[config.mk]
export PLATFORM = sky130hd
export DESIGN_NAME = icache_controller_flat
export DESIGN_NICKNAME = d
export VERILOG_FILES = /design/src/rtl/icache_controller_if.sv /design/src/rtl/icache_controller.sv /design/src/flat_wrapper.sv
export SDC_FILE = /design/constraint.sdc
export NUM_CORES = 1
export LEC_CHECK = 0
export CAP_MARGIN = 10
export CORE_UTILIZATION = 54
export DETAILED_ROUTE_END_ITERATION = 10
export PLACE_DENSITY_LB_ADDON = 0.1
export SYNTH_ARGS = -nofsm -noshare
export SYNTH_HDL_FRONTEND = slang
export SYNTH_SLANG_ARGS = --single-unit
[constraint.sdc]
create_clock -name CLK -period 10.8 [get_ports CLK]
set_clock_uncertainty 0.1 [all_clocks]
set_input_delay 3.24 -clock CLK [delete_from_list [all_inputs] [get_ports CLK]]
set_output_delay 3.24 -clock CLK [all_outputs]
set_load 0.02 [all_outputs]
[src/rtl/icache_controller_if.sv]
// CPU fetch and instruction-memory refill signals of the instruction cache.
interface icache_controller_if #(
   parameter int unsigned ADDR_W = 10
);
   logic                INSTR_READ;
   logic [ADDR_W-1:0]   PC_ADDRESS;
   logic [31:0]         INSTRUCTION;
   logic                BUSYWAIT;
   logic                MEM_READ;
   logic [ADDR_W-5:0]   MEM_ADDRESS;
   logic [127:0]        MEM_READDATA;
   logic                MEM_BUSYWAIT;

   // Cache-side view: fetch requests and refill data come in.
   modport slave (
      input  INSTR_READ,
      input  PC_ADDRESS,
      input  MEM_READDATA,
      input  MEM_BUSYWAIT,
      output INSTRUCTION,
      output BUSYWAIT,
      output MEM_READ,
      output MEM_ADDRESS
   );

   // Environment-side view: CPU and instruction memory together.
   modport master (
      output INSTR_READ,
      output PC_ADDRESS,
      output MEM_READDATA,
      output MEM_BUSYWAIT,
      input  INSTRUCTION,
      input  BUSYWAIT,
      input  MEM_READ,
      input  MEM_ADDRESS
   );
endinterface

[src/rtl/icache_controller.sv]
// Direct-mapped read-only instruction cache, 4-word blocks, single-block refill on miss.
module icache_controller #(
   parameter int unsigned ADDR_W  = 10,
   parameter int unsigned INDEX_W = 3
) (
   input logic                CLK,
   input logic                RESET,
   icache_controller_if.slave bus
);

   localparam int unsigned TAG_W = ADDR_W - 4 - INDEX_W;
   localparam int unsigned BLK_W = ADDR_W - 4;
   localparam int unsigned NBLK  = 2 ** INDEX_W;

   typedef enum logic [1:0] {
      S_IDLE     = 2'd0,
      S_MEM_READ = 2'd1,
      S_UPDATE   = 2'd2
   } state_e;

   state_e              state_q, state_d;
   logic [BLK_W-1:0]    blk_addr_q, blk_addr_d;
   logic [NBLK-1:0]     valid_q, valid_d;
   logic                mem_read_q, mem_read_d;

   logic [TAG_W-1:0]    tag_q  [NBLK];
   logic [127:0]        data_q [NBLK];

   logic [TAG_W-1:0]    pc_tag;
   logic [INDEX_W-1:0]  pc_idx;
   logic [1:0]          pc_word;
   logic [INDEX_W-1:0]  blk_idx;
   logic [TAG_W-1:0]    blk_tag;
   logic                hit_c;
   logic                refill_we_c;
   logic [31:0]         word_c;
   logic                unused_pc_bits;

   assign pc_tag  = bus.PC_ADDRESS[ADDR_W-1:4+INDEX_W];
   assign pc_idx  = bus.PC_ADDRESS[3+INDEX_W:4];
   assign pc_word = bus.PC_ADDRESS[3:2];
   assign blk_idx = blk_addr_q[INDEX_W-1:0];
   assign blk_tag = blk_addr_q[BLK_W-1:INDEX_W];

   // Byte offset within a word is irrelevant for word-aligned fetches.
   assign unused_pc_bits = ^bus.PC_ADDRESS[1:0];

   // Tag lookup for the current PC.
   assign hit_c = bus.INSTR_READ & valid_q[pc_idx] & (tag_q[pc_idx] == pc_tag);

   // The block is written on the edge where memory drops its busywait.
   assign refill_we_c = (state_q == S_MEM_READ) & ~bus.MEM_BUSYWAIT;

   // Word select from the indexed block.
   always_comb begin
      word_c = 32'h0;
      case (pc_word)
         2'd0:    word_c = data_q[pc_idx][31:0];
         2'd1:    word_c = data_q[pc_idx][63:32];
         2'd2:    word_c = data_q[pc_idx][95:64];
         default: word_c = data_q[pc_idx][127:96];
      endcase
   end

   // Instruction is only presented on a zero-stall hit in IDLE.
   assign bus.INSTRUCTION = ((state_q == S_IDLE) && hit_c) ? word_c : 32'h0;

   // Stall on a fresh miss and throughout the refill; reset forces it low.
   assign bus.BUSYWAIT = RESET & ((state_q == S_IDLE) ? (bus.INSTR_READ & ~hit_c) : 1'b1);

   assign bus.MEM_READ    = mem_read_q;
   assign bus.MEM_ADDRESS = blk_addr_q;

   // Next-state, block-address latch and valid-bit update.
   always_comb begin
      state_d    = state_q;
      blk_addr_d = blk_addr_q;
      valid_d    = valid_q;
      case (state_q)
         S_IDLE: begin
            if (bus.INSTR_READ && !hit_c) begin
               blk_addr_d = {pc_tag, pc_idx};
               state_d    = S_MEM_READ;
            end
         end
         S_MEM_READ: begin
            if (!bus.MEM_BUSYWAIT) begin
               valid_d[blk_idx] = 1'b1;
               state_d          = S_UPDATE;
            end
         end
         S_UPDATE: begin
            state_d = S_IDLE;
         end
         default: begin
            state_d = S_IDLE;
         end
      endcase
      mem_read_d = (state_d == S_MEM_READ);
   end

   // Control state with asynchronous clear.
   always_ff @(posedge CLK or negedge RESET) begin
      if (!RESET) begin
         state_q    <= S_IDLE;
         blk_addr_q <= '0;
         valid_q    <= '0;
         mem_read_q <= 1'b0;
      end else begin
         state_q    <= state_d;
         blk_addr_q <= blk_addr_d;
         valid_q    <= valid_d;
         mem_read_q <= mem_read_d;
      end
   end

   // Tag and data arrays; contents are qualified by valid bits so no reset is needed.
   always_ff @(posedge CLK) begin
      if (refill_we_c) begin
         tag_q[blk_idx]  <= blk_tag;
         data_q[blk_idx] <= bus.MEM_READDATA;
      end
   end

endmodule

[src/flat_wrapper.sv]
// flat-port wrapper written by rule: the top's interface ports become plain ports
module icache_controller_flat 
#(
   parameter int unsigned ADDR_W  = 10,
   parameter int unsigned INDEX_W = 3
)
  (CLK, RESET, bus_INSTR_READ, bus_PC_ADDRESS, bus_MEM_READDATA, bus_MEM_BUSYWAIT, bus_INSTRUCTION, bus_BUSYWAIT, bus_MEM_READ, bus_MEM_ADDRESS);
  icache_controller_if #(.ADDR_W(ADDR_W)) bus_i ();
  input logic CLK;
  input logic RESET;
  input wire logic [$bits(bus_i.INSTR_READ)-1:0] bus_INSTR_READ;
  input wire logic [$bits(bus_i.PC_ADDRESS)-1:0] bus_PC_ADDRESS;
  input wire logic [$bits(bus_i.MEM_READDATA)-1:0] bus_MEM_READDATA;
  input wire logic [$bits(bus_i.MEM_BUSYWAIT)-1:0] bus_MEM_BUSYWAIT;
  output wire logic [$bits(bus_i.INSTRUCTION)-1:0] bus_INSTRUCTION;
  output wire logic [$bits(bus_i.BUSYWAIT)-1:0] bus_BUSYWAIT;
  output wire logic [$bits(bus_i.MEM_READ)-1:0] bus_MEM_READ;
  output wire logic [$bits(bus_i.MEM_ADDRESS)-1:0] bus_MEM_ADDRESS;
  assign bus_i.INSTR_READ = bus_INSTR_READ;
  assign bus_i.PC_ADDRESS = bus_PC_ADDRESS;
  assign bus_i.MEM_READDATA = bus_MEM_READDATA;
  assign bus_i.MEM_BUSYWAIT = bus_MEM_BUSYWAIT;
  assign bus_INSTRUCTION = bus_i.INSTRUCTION;
  assign bus_BUSYWAIT = bus_i.BUSYWAIT;
  assign bus_MEM_READ = bus_i.MEM_READ;
  assign bus_MEM_ADDRESS = bus_i.MEM_ADDRESS;
  icache_controller #(.ADDR_W(ADDR_W), .INDEX_W(INDEX_W)) u_core (.CLK(CLK), .RESET(RESET), .bus(bus_i));
endmodule
==> results of run 1 <==
power breakdown:
group          switching, W  internal (W)
registers         0.0000821       0.00485
clock network       0.00148       0.00222
logic              0.000468      0.000327
total               0.00203       0.00740
Yosys cell counts, types with 3 or more instances:
cell	count	share of area (%)
edfxtp_1	1048	77
mux4_2	273	15
mux2i_1	59	1.4
nor2b_1	38	0.58
clkbuf_1	31	0.28
a211oi_1	28	0.51
nor2_1	27	0.25
a311oi_1	24	0.51
buf_2	24	0.29
buf_6	20	0.55
dfrtp_1	17	1.0
buf_1	15	0.14
o21ai_0	14	0.17
a21oi_1	12	0.15
a222oi_1	12	0.29
a21o_1	10	0.18
a22oi_1	10	0.18
buf_4	9	0.17
a31o_1	8	0.17
mux2_2	8	0.22
or2_2	8	0.12
nand2_1	7	0.064
a31o_2	6	0.13
nand2b_1	6	0.092
nor3_1	4	0.049
xnor2_1	3	0.064
worst min path at each step:
| stage | slack, ps | cells after the start | startpoint | end |
|---|---|---|---|---|
| floorplan | 330 | 1 | u_core.valid_q[4] | u_core.valid_q[4] |
| global placement | 350 | 1 | u_core.valid_q[3] | u_core.valid_q[3] |
| detailed placement | 350 | 1 | u_core.valid_q[2] | u_core.valid_q[2] |
| CTS | 370 | 1 | u_core.valid_q[2] | u_core.valid_q[2] |
| global route | 370 | 1 | u_core.valid_q[4] | u_core.valid_q[4] |
| finish | 370 | 1 | u_core.valid_q[3] | u_core.valid_q[3] |
worst max-delay path, delay by kind of cell:
kind            cells  cell delay, ps
simple gates        2             500
xor+xnor            1             170
mux                 2             680
buf+inv             3            1450
compound gates      1             420
stage by stage:
stage | setup slack, ps | hold WS (ps) | instances | power [W] | util, %
after floorplan | 845 | 334 | 1733 | 0.00551 | -
after global placement | 911 | 347 | 2811 | 0.00580 | 58.6
after detailed placement | 891 | 350 | 2811 | 0.00583 | 58.6
after CTS | 886 | 368 | 3004 | 0.00953 | 63.3
after global routing | 678 | 374 | 3005 | 0.00975 | 63.3
final | 903 | 367 | 3005 | 0.00944 | 63.3
final cells by class:
type                            count  share of cell area [%]
Antenna cell                        1                 0.00529
Clock buffer                      128                    6.02
Clock inverter                     65                    1.47
Inverter                            1                 0.00794
Multi-Input combinational cell    567                    17.8
Sequential cell                  1065                    67.4
Tap cell                          969                    2.56
Timing Repair Buffer              209                    4.65
routing by layer:
metal / vias up / share of wire, % / wire [µm]
met3: 118 / 6.8 / 5780
met4: 16 / 1.9 / 1610
met2: 596 / 48 / 40900
met1: 9801 / 43 / 36800
li1: 7912 / - / -
met5: - / 0.11 / 97
registers in the layout, summed over array words and instances, names as in the netlist:
| signal | count |
|---|---|
| u_core.bus.MEM_ADDRESS | 6 |
| u_core.bus.MEM_READ | 1 |
| u_core.data_q | 1024 |
| u_core.state_q | 2 |
| u_core.tag_q | 24 |
| u_core.valid_q | 8 |
kinds of logic after synthesis:
logic type | after synthesis
AND/OR/NAND/NOR | 94
XOR/XNOR | 3
buffers and inverters | 101
multiplexers | 340
AO/OA/AOI/OAI | 130
flip-flops | 1065
==> run_results.csv, run 1 <==
group,metric,value,unit
global_routing,grt_antenna_before_repair,9,
setup_path,cp_cell_sequence,"buf_8 -> mux2i_1 -> mux4_2 -> xnor2_1 -> nor4_4 -> nand3_2 -> buf_4 -> a211oi_1 -> clkdlybuf4s50_1",
timing,fmax,101,MHz
synthesis,synthSimpleGateAreaFrac,1.28,%
synthesis,synth-main-ff-cell,"edfxtp_1",
setup_path,crit_path_start,"bus_PC_ADDRESS[4]",
drt,num_vias,18443,
clock_tree,cts_max_level,3,
clock_tree,clock_latency,640,ps
power_and_ir_drop,power.density,200,mW/mm²
clock_tree,ctsHoldBuffers,0,
synthesis,synth.area.mux_share,16.7,%
setup_path,worst_r2r_endpoint,"u_core.data_q[1][119]",
synthesis,seq_area_frac_synth,78.0,%
placed_design,post-dp-hpwl,42.4,mm
timing,fin_crit,9900,ps
floorplanning,rows,100,
floorplanning,dieWidth,277,µm
drt,drc,0,
synthesis,synth_enable_flop_cells,1048,
global_routing,grt_pass1_vias,19360,
floorplanning,io_pins,182,
clock_tree,cts-root-buf,"clkbuf_16",
floorplanning,initial_core_util,54.7,%
run_status,status,"completed",
clock_tree,path_clk_slew,60,ps
clock_tree,cts_setup_buffers,0,
drt,wl,85.3,mm
drt,first_iter_violations,1666,
drt,wl_per_cell,28.4,µm
timing,rsz0062_at_grt,"no",
placed_design,place_area,0.0437,mm²
synthesis,synth_top_family_by_area,"multiplexers",
synthesis,yosysWarnings,0,
drt,drt_first_pass_iters,5,
synthesis,synth-xor-area-share,0.0643,%
power_and_ir_drop,static-leakage-power,14.8,nW
timing,slew_violations,0,
placed_design,numPortBuffers,179,
worst_hold_path,hold_path_class,"reg2reg",
setup_path,r2r_setup_slack,7490,ps
final_layout,seqCellArea,0.0319,mm²
synthesis,synth_fa_ha_area_share,0,%
setup_path,crit_type,"in2out",
setup_path,crit_path_max_fanout,51,
clock_tree,cts_sinks,1065,
clock_tree,numCtsBuffers,104,
timing,finalSetupViolCount,0,
floorplanning,core_area,0.0747,mm²
global_routing,met3_usage,4.47,%
setup_path,cp-start-kind,"primary input",
timing,final-hold-violation-count,0,
clock_tree,cts_resized,0,
timing,fin_crit_sh,91.6,%
drt,routed_via_density,6.14,
final_layout,layout_common_cells,"edfxtp_1, mux4_2, clkdlybuf4s50_1",
final_layout,fin_area,0.0473,mm²
timing,slew_headroom,27.1,%
clock_tree,max-clock-path-buffers,3,
synthesis,async_reset_ff_share,1.60,%
synthesis,synth_compound_area_share,2.43,%
global_routing,gr-total-overflow,0,
global_routing,grt.busiest_layer,"met2",
synthesis,synth_cell_type_count,35,
power_and_ir_drop,vdd_ir_drop_max,0.113,mV
setup_path,slowest_stage,"clkdlybuf4s50_1",
setup_path,crit_end,"bus_INSTRUCTION[9]",
final_layout,drive_gt1_share,24.7,%
setup_path,reg2reg_depth,4,
clock_tree,tritoncts,"yes",
setup_path,r2r_start,"u_core.state_q[1]",
drt,ant_nets,0,
global_routing,grt_pass1_wl,127,mm
setup_path,cp.arrival,6560,ps
placed_design,gp_congestion,0.731,
synthesis,avgSynthCellArea,23.6,µm²
setup_path,worst_ep_required_time,7460,ps
global_routing,use_met1,33.8,%
floorplanning,dieArea,0.0768,mm²
final_layout,areaGrowthSynthToFinish,15.7,%
timing,tns,0,ps
final_layout,mostFrequentLayoutCell,"edfxtp_1",
synthesis,ys_seq_elements,1065,
synthesis,syn_area,0.0409,mm²
final_layout,n_fill_cell,4911,
setup_path,worstSetupEndpointType,"output port",
synthesis,syn-num-nets,1875,
timing,max_slew.worst_pin.slew,1090,ps
final_layout,multiInputGateArea,0.00844,mm²
synthesis,netlist_instances,1733,
run,max_cap_violations,0,
global_routing,grt_start_max_net_pins,135,
global_routing,use_met2,35.1,%
floorplanning,die_height,277,µm
global_routing,grt_use_total,22.8,%
setup_path,max_stage_delay,710,ps
final_layout,nets,2090,
Note: power is estimated with default switching activity, not from simulation.
==> run 2: changes to the inputs <==
--- a/config.mk
+++ b/config.mk
@@ -6,9 +6,12 @@
 export NUM_CORES = 1
 export LEC_CHECK = 0
 export CAP_MARGIN = 10
-export CORE_UTILIZATION = 54
+export CELL_PAD_IN_SITES_DETAIL_PLACEMENT = 1
+export CELL_PAD_IN_SITES_GLOBAL_PLACEMENT = 2
+export CORE_UTILIZATION = 49
 export DETAILED_ROUTE_END_ITERATION = 10
 export PLACE_DENSITY_LB_ADDON = 0.1
+export SLEW_MARGIN = 25
 export SYNTH_ARGS = -nofsm -noshare
 export SYNTH_HDL_FRONTEND = slang
 export SYNTH_SLANG_ARGS = --single-unit
==> constraint.sdc (replaced) <==
create_clock -name CLK -period 11.2 [get_ports CLK]
set_clock_uncertainty 0.1 [all_clocks]
set_input_delay 3.36 -clock CLK [delete_from_list [all_inputs] [get_ports CLK]]
set_output_delay 3.36 -clock CLK [all_outputs]
set_load 0.02 [all_outputs]
==> run 2 against run 1 <==
Hold slack better by 1.3 ps. Final area is 0.35% higher. Cell count is 3.9% higher. Count of clock-buffer cells in the layout is 5 higher. Register-to-register slack better by 340 ps. Critical path type unchanged. Largest power group unchanged. Highest routed layer unchanged.
==> run_results.csv, run 2 (synthesis results as in run 1) <==
group,metric,value,unit
clock_tree,cts_resized,0,
timing,max_slew.worst_pin.slew,1080,ps
clock_tree,numCtsBuffers,109,
setup_path,cp.arrival,6710,ps
drt,wl,92.8,mm
drt,drc,0,
drt,wl_per_cell,29.7,µm
global_routing,grt_start_max_net_pins,116,
final_layout,fin_util,57.6,%
floorplanning,dieWidth,291,µm
floorplanning,die_height,291,µm
run,max_cap_violations,0,
final_layout,fin_area,0.0475,mm²
power_and_ir_drop,static-leakage-power,14.9,nW
timing,slew_headroom,27.9,%
timing,rsz0062_at_grt,"no",
global_routing,grt_pass1_vias,20392,
setup_path,cp_cell_sequence,"buf_8 -> buf_4 -> mux4_2 -> a31o_2 -> a222oi_1 -> a21oi_1 -> clkdlybuf4s50_1",
floorplanning,io_pins,182,
clock_tree,path_clk_slew,60,ps
placed_design,gp_congestion,0.706,
floorplanning,rows,105,
floorplanning,initial_core_util,49.6,%
drt,first_iter_violations,1345,
final_layout,regMostFlops,"u_core.data_q",
final_layout,areaGrowthSynthToFinish,16.1,%
timing,fmax,98.3,MHz
timing,final-hold-violation-count,0,
clock_tree,clock_latency,650,ps
setup_path,worstSetupEndpointType,"output port",
clock_tree,cts_setup_buffers,0,
clock_tree,cts-root-buf,"clkbuf_16",
final_layout,nets,2102,
run_status,status,"completed",
setup_path,crit_type,"in2out",
final_layout,drive_gt1_share,24.8,%
setup_path,max_stage_delay,830,ps
worst_hold_path,hold_path_class,"reg2reg",
floorplanning,core_area,0.0824,mm²
final_layout,layout_common_cells,"edfxtp_1, mux4_2, clkdlybuf4s50_1",
placed_design,post-dp-hpwl,49.2,mm
final_layout,biggestRegsByFlops,"u_core.data_q (1024), u_core.tag_q (24), u_core.valid_q (8)",
drt,routed_via_density,6.01,
global_routing,grt_antenna_before_repair,13,
timing,tns,0,ps
power_and_ir_drop,power.density,193,mW/mm²
final_layout,mostFrequentLayoutCell,"edfxtp_1",
drt,num_vias,18760,
drt,drt_first_pass_iters,6,
power_and_ir_drop,vdd_ir_drop_max,0.171,mV
global_routing,grt_pass1_wl,136,mm
global_routing,grt_use_total,22.2,%
timing,fin_ws,1030,ps
placed_design,dp_worst_setup_slack,1000,ps
placed_design,numPortBuffers,179,
clock_tree,ctsHoldBuffers,0,
global_routing,gr-total-overflow,0,
floorplanning,dieArea,0.0846,mm²
setup_path,worst_ep_required_time,7740,ps
clock_tree,cts_max_level,3,
final_layout,largest_register_ffs,1024,
timing,fin_crit_sh,90.8,%
clock_tree,cts_sinks,1065,
timing,finalSetupViolCount,0,
setup_path,slowest_stage,"a222oi_1",
drt,ant_nets,0,
timing,slew_violations,0,
power_and_ir_drop,power,0.00914,W
setup_path,crit_path_max_fanout,53,
timing,fin_crit,10170,ps
placed_design,place_area,0.0439,mm²
setup_path,cp-start-kind,"primary input",
clock_tree,tritoncts,"yes",
clock_tree,max-clock-path-buffers,3,
## run 2: changes by cell type in the layout (fill, tap and decap cells not counted), moves of 4 or more
cell      previous run  this run
buf_4               18        29
clkbuf_1            14        19
clkinv_1            18        23
clkinv_2            26        21
buf_12              14        10
## run 2: worst max-delay path: cells and delay by family
kind	cells	cell delay [ps]
mux	1	560
compound gates	3	1250
buf+inv	3	1490
## run 2: cell type report
type                       count  area, µm²
fill                        6710      34900
sequential                  1065      31900
multi-input combinational    567       8440
clock buffer                 133       2890
timing repair buffer         216       2200
tap                         1070       1340
clock inverter                68        687
antenna                        2       5.00
inverter                       1       3.75
## run 2: path summary, 6_finish.rpt
check | from | endpoint | slack, ps | cells past startpoint
min reg2reg | u_core.valid_q[5] | u_core.valid_q[5] | 370 | 1
max reg2reg | u_core.state_q[0] | u_core.data_q[5][108] | 7830 | 5
max in group asynchronous | RESET | u_core.valid_q[5] | 7390 | 1
min in group asynchronous | RESET | u_core.bus.MEM_ADDRESS[5] | 3090 | 1
min | u_core.valid_q[5] | u_core.valid_q[5] | 370 | 1
max | bus_PC_ADDRESS[4] | bus_INSTRUCTION[2] | 1030 | 7
## run 2: stage by stage
step,hold slack [ps],std cells
finish,368,3122
global route,394,3122
CTS,371,3120
detailed placement,356,2919
global placement,346,2919
floorplan,334,1733
## run 2: power breakdown
group | internal, W | total (W) | switching, W
Sequential | 0.00468 | 0.00476 | 0.0000819
Combinational | 0.000315 | 0.000780 | 0.000465
Clock | 0.00213 | 0.00360 | 0.00147
## run 2: per-layer routing
layer  track usage [%]  up-vias  part of all wire (%)
met1              29.2    10202                    41
li1                  -     7935                     -
met5                 0        -                  0.14
met4              7.28       20                   2.7
met2              37.5      443                    51
met3              4.21      160                   4.9
==> run 3: changes to the inputs <==
--- a/config.mk
+++ b/config.mk
@@ -8,7 +8,8 @@
 export CAP_MARGIN = 10
 export CELL_PAD_IN_SITES_DETAIL_PLACEMENT = 1
 export CELL_PAD_IN_SITES_GLOBAL_PLACEMENT = 2
-export CORE_UTILIZATION = 49
+export CORE_UTILIZATION = 51
+export CTS_BUF_LIST = sky130_fd_sc_hd__clkbuf_4
 export DETAILED_ROUTE_END_ITERATION = 10
 export PLACE_DENSITY_LB_ADDON = 0.1
 export SLEW_MARGIN = 25
==> run 3 against run 2 <==
Via count is 5.4% higher. Highest routed layer unchanged. Critical path type unchanged. Combinational power is 0.5% lower. First-iteration DRC count is 5.4% higher. Global-route usage is 1.4 points higher. Sequential share of layout area is 0.35 points higher. Largest cell class unchanged.
==> run_results.csv, run 3 (synthesis results as in run 1) <==
group,metric,value,unit
run_status,status,"completed",
timing,finalSetupViolCount,0,
power_and_ir_drop,power.density,185,mW/mm²
floorplanning,die_height,285,µm
clock_tree,tritoncts,"yes",
final_layout,mostFrequentLayoutCell,"edfxtp_1",
placed_design,numPortBuffers,179,
setup_path,worst_r2r_endpoint,"u_core.data_q[4][76]",
timing,slew_headroom,30.9,%
final_layout,largest_register_ffs,1024,
power_and_ir_drop,vdd_ir_drop_max,0.103,mV
final_layout,areaGrowthSynthToFinish,15.5,%
clock_tree,cts_max_level,5,
placed_design,gp_congestion,0.711,
setup_path,reg2reg_depth,5,
clock_tree,path_clk_slew,60,ps
timing,rsz0062_at_grt,"no",
clock_tree,cts_resized,0,
global_routing,grt_pass1_wl,139,mm
final_layout,biggestRegsByFlops,"u_core.data_q (1024), u_core.tag_q (24), u_core.valid_q (8)",
floorplanning,core_area,0.0791,mm²
setup_path,cp.arrival,6640,ps
timing,max_slew.worst_pin.slew,1030,ps
final_layout,nets,2290,
floorplanning,io_pins,182,
global_routing,gr-total-overflow,0,
final_layout,drive_gt1_share,34.3,%
drt,wl,94.0,mm
setup_path,crit_type,"in2out",
run,max_cap_violations,0,
timing,slew_violations,0,
placed_design,post-dp-hpwl,48.8,mm
clock_tree,cts_sinks,1065,
final_layout,layout_common_cells,"edfxtp_1, clkbuf_4, mux4_2",
setup_path,cp_cell_sequence,"buf_8 -> buf_12 -> buf_4 -> mux2i_1 -> a311oi_1 -> a31o_1 -> a222oi_1 -> a21oi_1 -> clkdlybuf4s50_1",
setup_path,r2r_start,"u_core.state_q[0]",
clock_tree,clock_latency,1080,ps
final_layout,n_fill_cell,6697,
drt,num_vias,19768,
setup_path,crit_end,"bus_INSTRUCTION[20]",
setup_path,max_stage_delay,570,ps
timing,holdWs,368,ps
drt,wl_per_cell,27.9,µm
setup_path,crit_path_max_fanout,82,
global_routing,grt_use_total,23.6,%
clock_tree,numCtsBuffers,295,
global_routing,grt_start_max_net_pins,133,
setup_path,crit_path_start,"bus_PC_ADDRESS[5]",
timing,tns,0,ps
timing,final-hold-violation-count,0,
floorplanning,dieWidth,285,µm
drt,routed_via_density,5.88,
drt,first_iter_violations,1418,
global_routing,grt_pass1_vias,22132,
setup_path,cp-start-kind,"primary input",
floorplanning,dieArea,0.0813,mm²
global_routing,grt_antenna_before_repair,18,
final_layout,regMostFlops,"u_core.data_q",
clock_tree,cts-root-buf,"clkbuf_4",
timing,fin_crit_sh,90.2,%
worst_hold_path,hold_path_class,"reg2reg",
drt,ant_nets,0,
power_and_ir_drop,static-leakage-power,15.2,nW
clock_tree,cts_setup_buffers,0,
setup_path,worstSetupEndpointType,"output port",
floorplanning,initial_core_util,51.7,%
timing,fmax,99.0,MHz
drt,drt_first_pass_iters,7,
timing,fin_crit,10100,ps
drt,drc,0,
clock_tree,max-clock-path-buffers,4,
floorplanning,rows,103,
setup_path,r2r_setup_slack,7820,ps
setup_path,worst_ep_required_time,7740,ps
setup_path,slowest_stage,"clkdlybuf4s50_1",
clock_tree,ctsHoldBuffers,0,
[run 3: cell types whose count changed in the layout (fill, tap and decap cells not counted), moves of 6 or more]
cell	change
bufinv_16	-13
clkinv_1	-6
clkinv_2	-20
clkbuf_16	-111
clkbuf_4	+427
inv_2	+10
clkbuf_1	-19
[run 3: how the worst min path moves through the flow]
stage,from,to,cells after the start
2_1_floorplan,u_core.valid_q[4],u_core.valid_q[4],1
6_report,u_core.valid_q[6],u_core.valid_q[6],1
3_5_place_dp,u_core.valid_q[6],u_core.valid_q[6],1
4_1_cts,u_core.valid_q[6],u_core.valid_q[6],1
3_3_place_gp,u_core.valid_q[6],u_core.valid_q[6],1
5_1_grt,u_core.valid_q[7],u_core.valid_q[7],1
[run 3: area by class of cell]
| cell class | instances | area [µm²] | share of cell area [%] |
|---|---|---|---|
| timing repair buffer | 218 | 2220 | 4.70 |
| clock inverter | 30 | 123 | 0.260 |
| sequential | 1065 | 31900 | 67.5 |
| clock buffer | 427 | 3210 | 6.79 |
| antenna | 6 | 15.0 | 0.0318 |
| multi-input combinational | 567 | 8440 | 17.9 |
| inverter | 1 | 3.75 | 0.00795 |
| tap | 1050 | 1310 | 2.78 |
[run 3: worst max-delay path, delay by kind of cell]
family | cells | cell delay (ps)
buffers and inverters | 4 | 1860
multiplexers | 1 | 220
AO/OA/AOI/OAI | 4 | 1010
[run 3: where the power goes]
part | leakage, nW | internal (W) | switching (W) | total [W]
logic | 3.48 | 0.000315 | 0.000461 | 0.000776
registers | 9.64 | 0.00468 | 0.0000808 | 0.00476
clock network | 2.04 | 0.00172 | 0.00149 | 0.00321
[run 3: routing by layer]
layer	share of wire (%)	global-route usage, %
met1	40	29.8
met3	6.6	6.90
met2	51	39.5
met5	0.19	0
met4	1.9	7.73
[run 3: stage by stage]
step | instance area (µm²) | setup slack (ps) | power (W) | instances | utilization [%]
3_5_place_dp | 43900 | 1120 | 0.00564 | 2901 | 55.5
3_3_place_gp | 43900 | 1090 | 0.00560 | 2900 | 55.4
2_1_floorplan | 40900 | 1120 | 0.00531 | 1733 | -
6_report | 47200 | 1100 | 0.00874 | 3364 | 59.7
5_1_grt | 47200 | 929 | 0.00912 | 3362 | 59.7
4_1_cts | 47200 | 1110 | 0.00888 | 3358 | 59.7
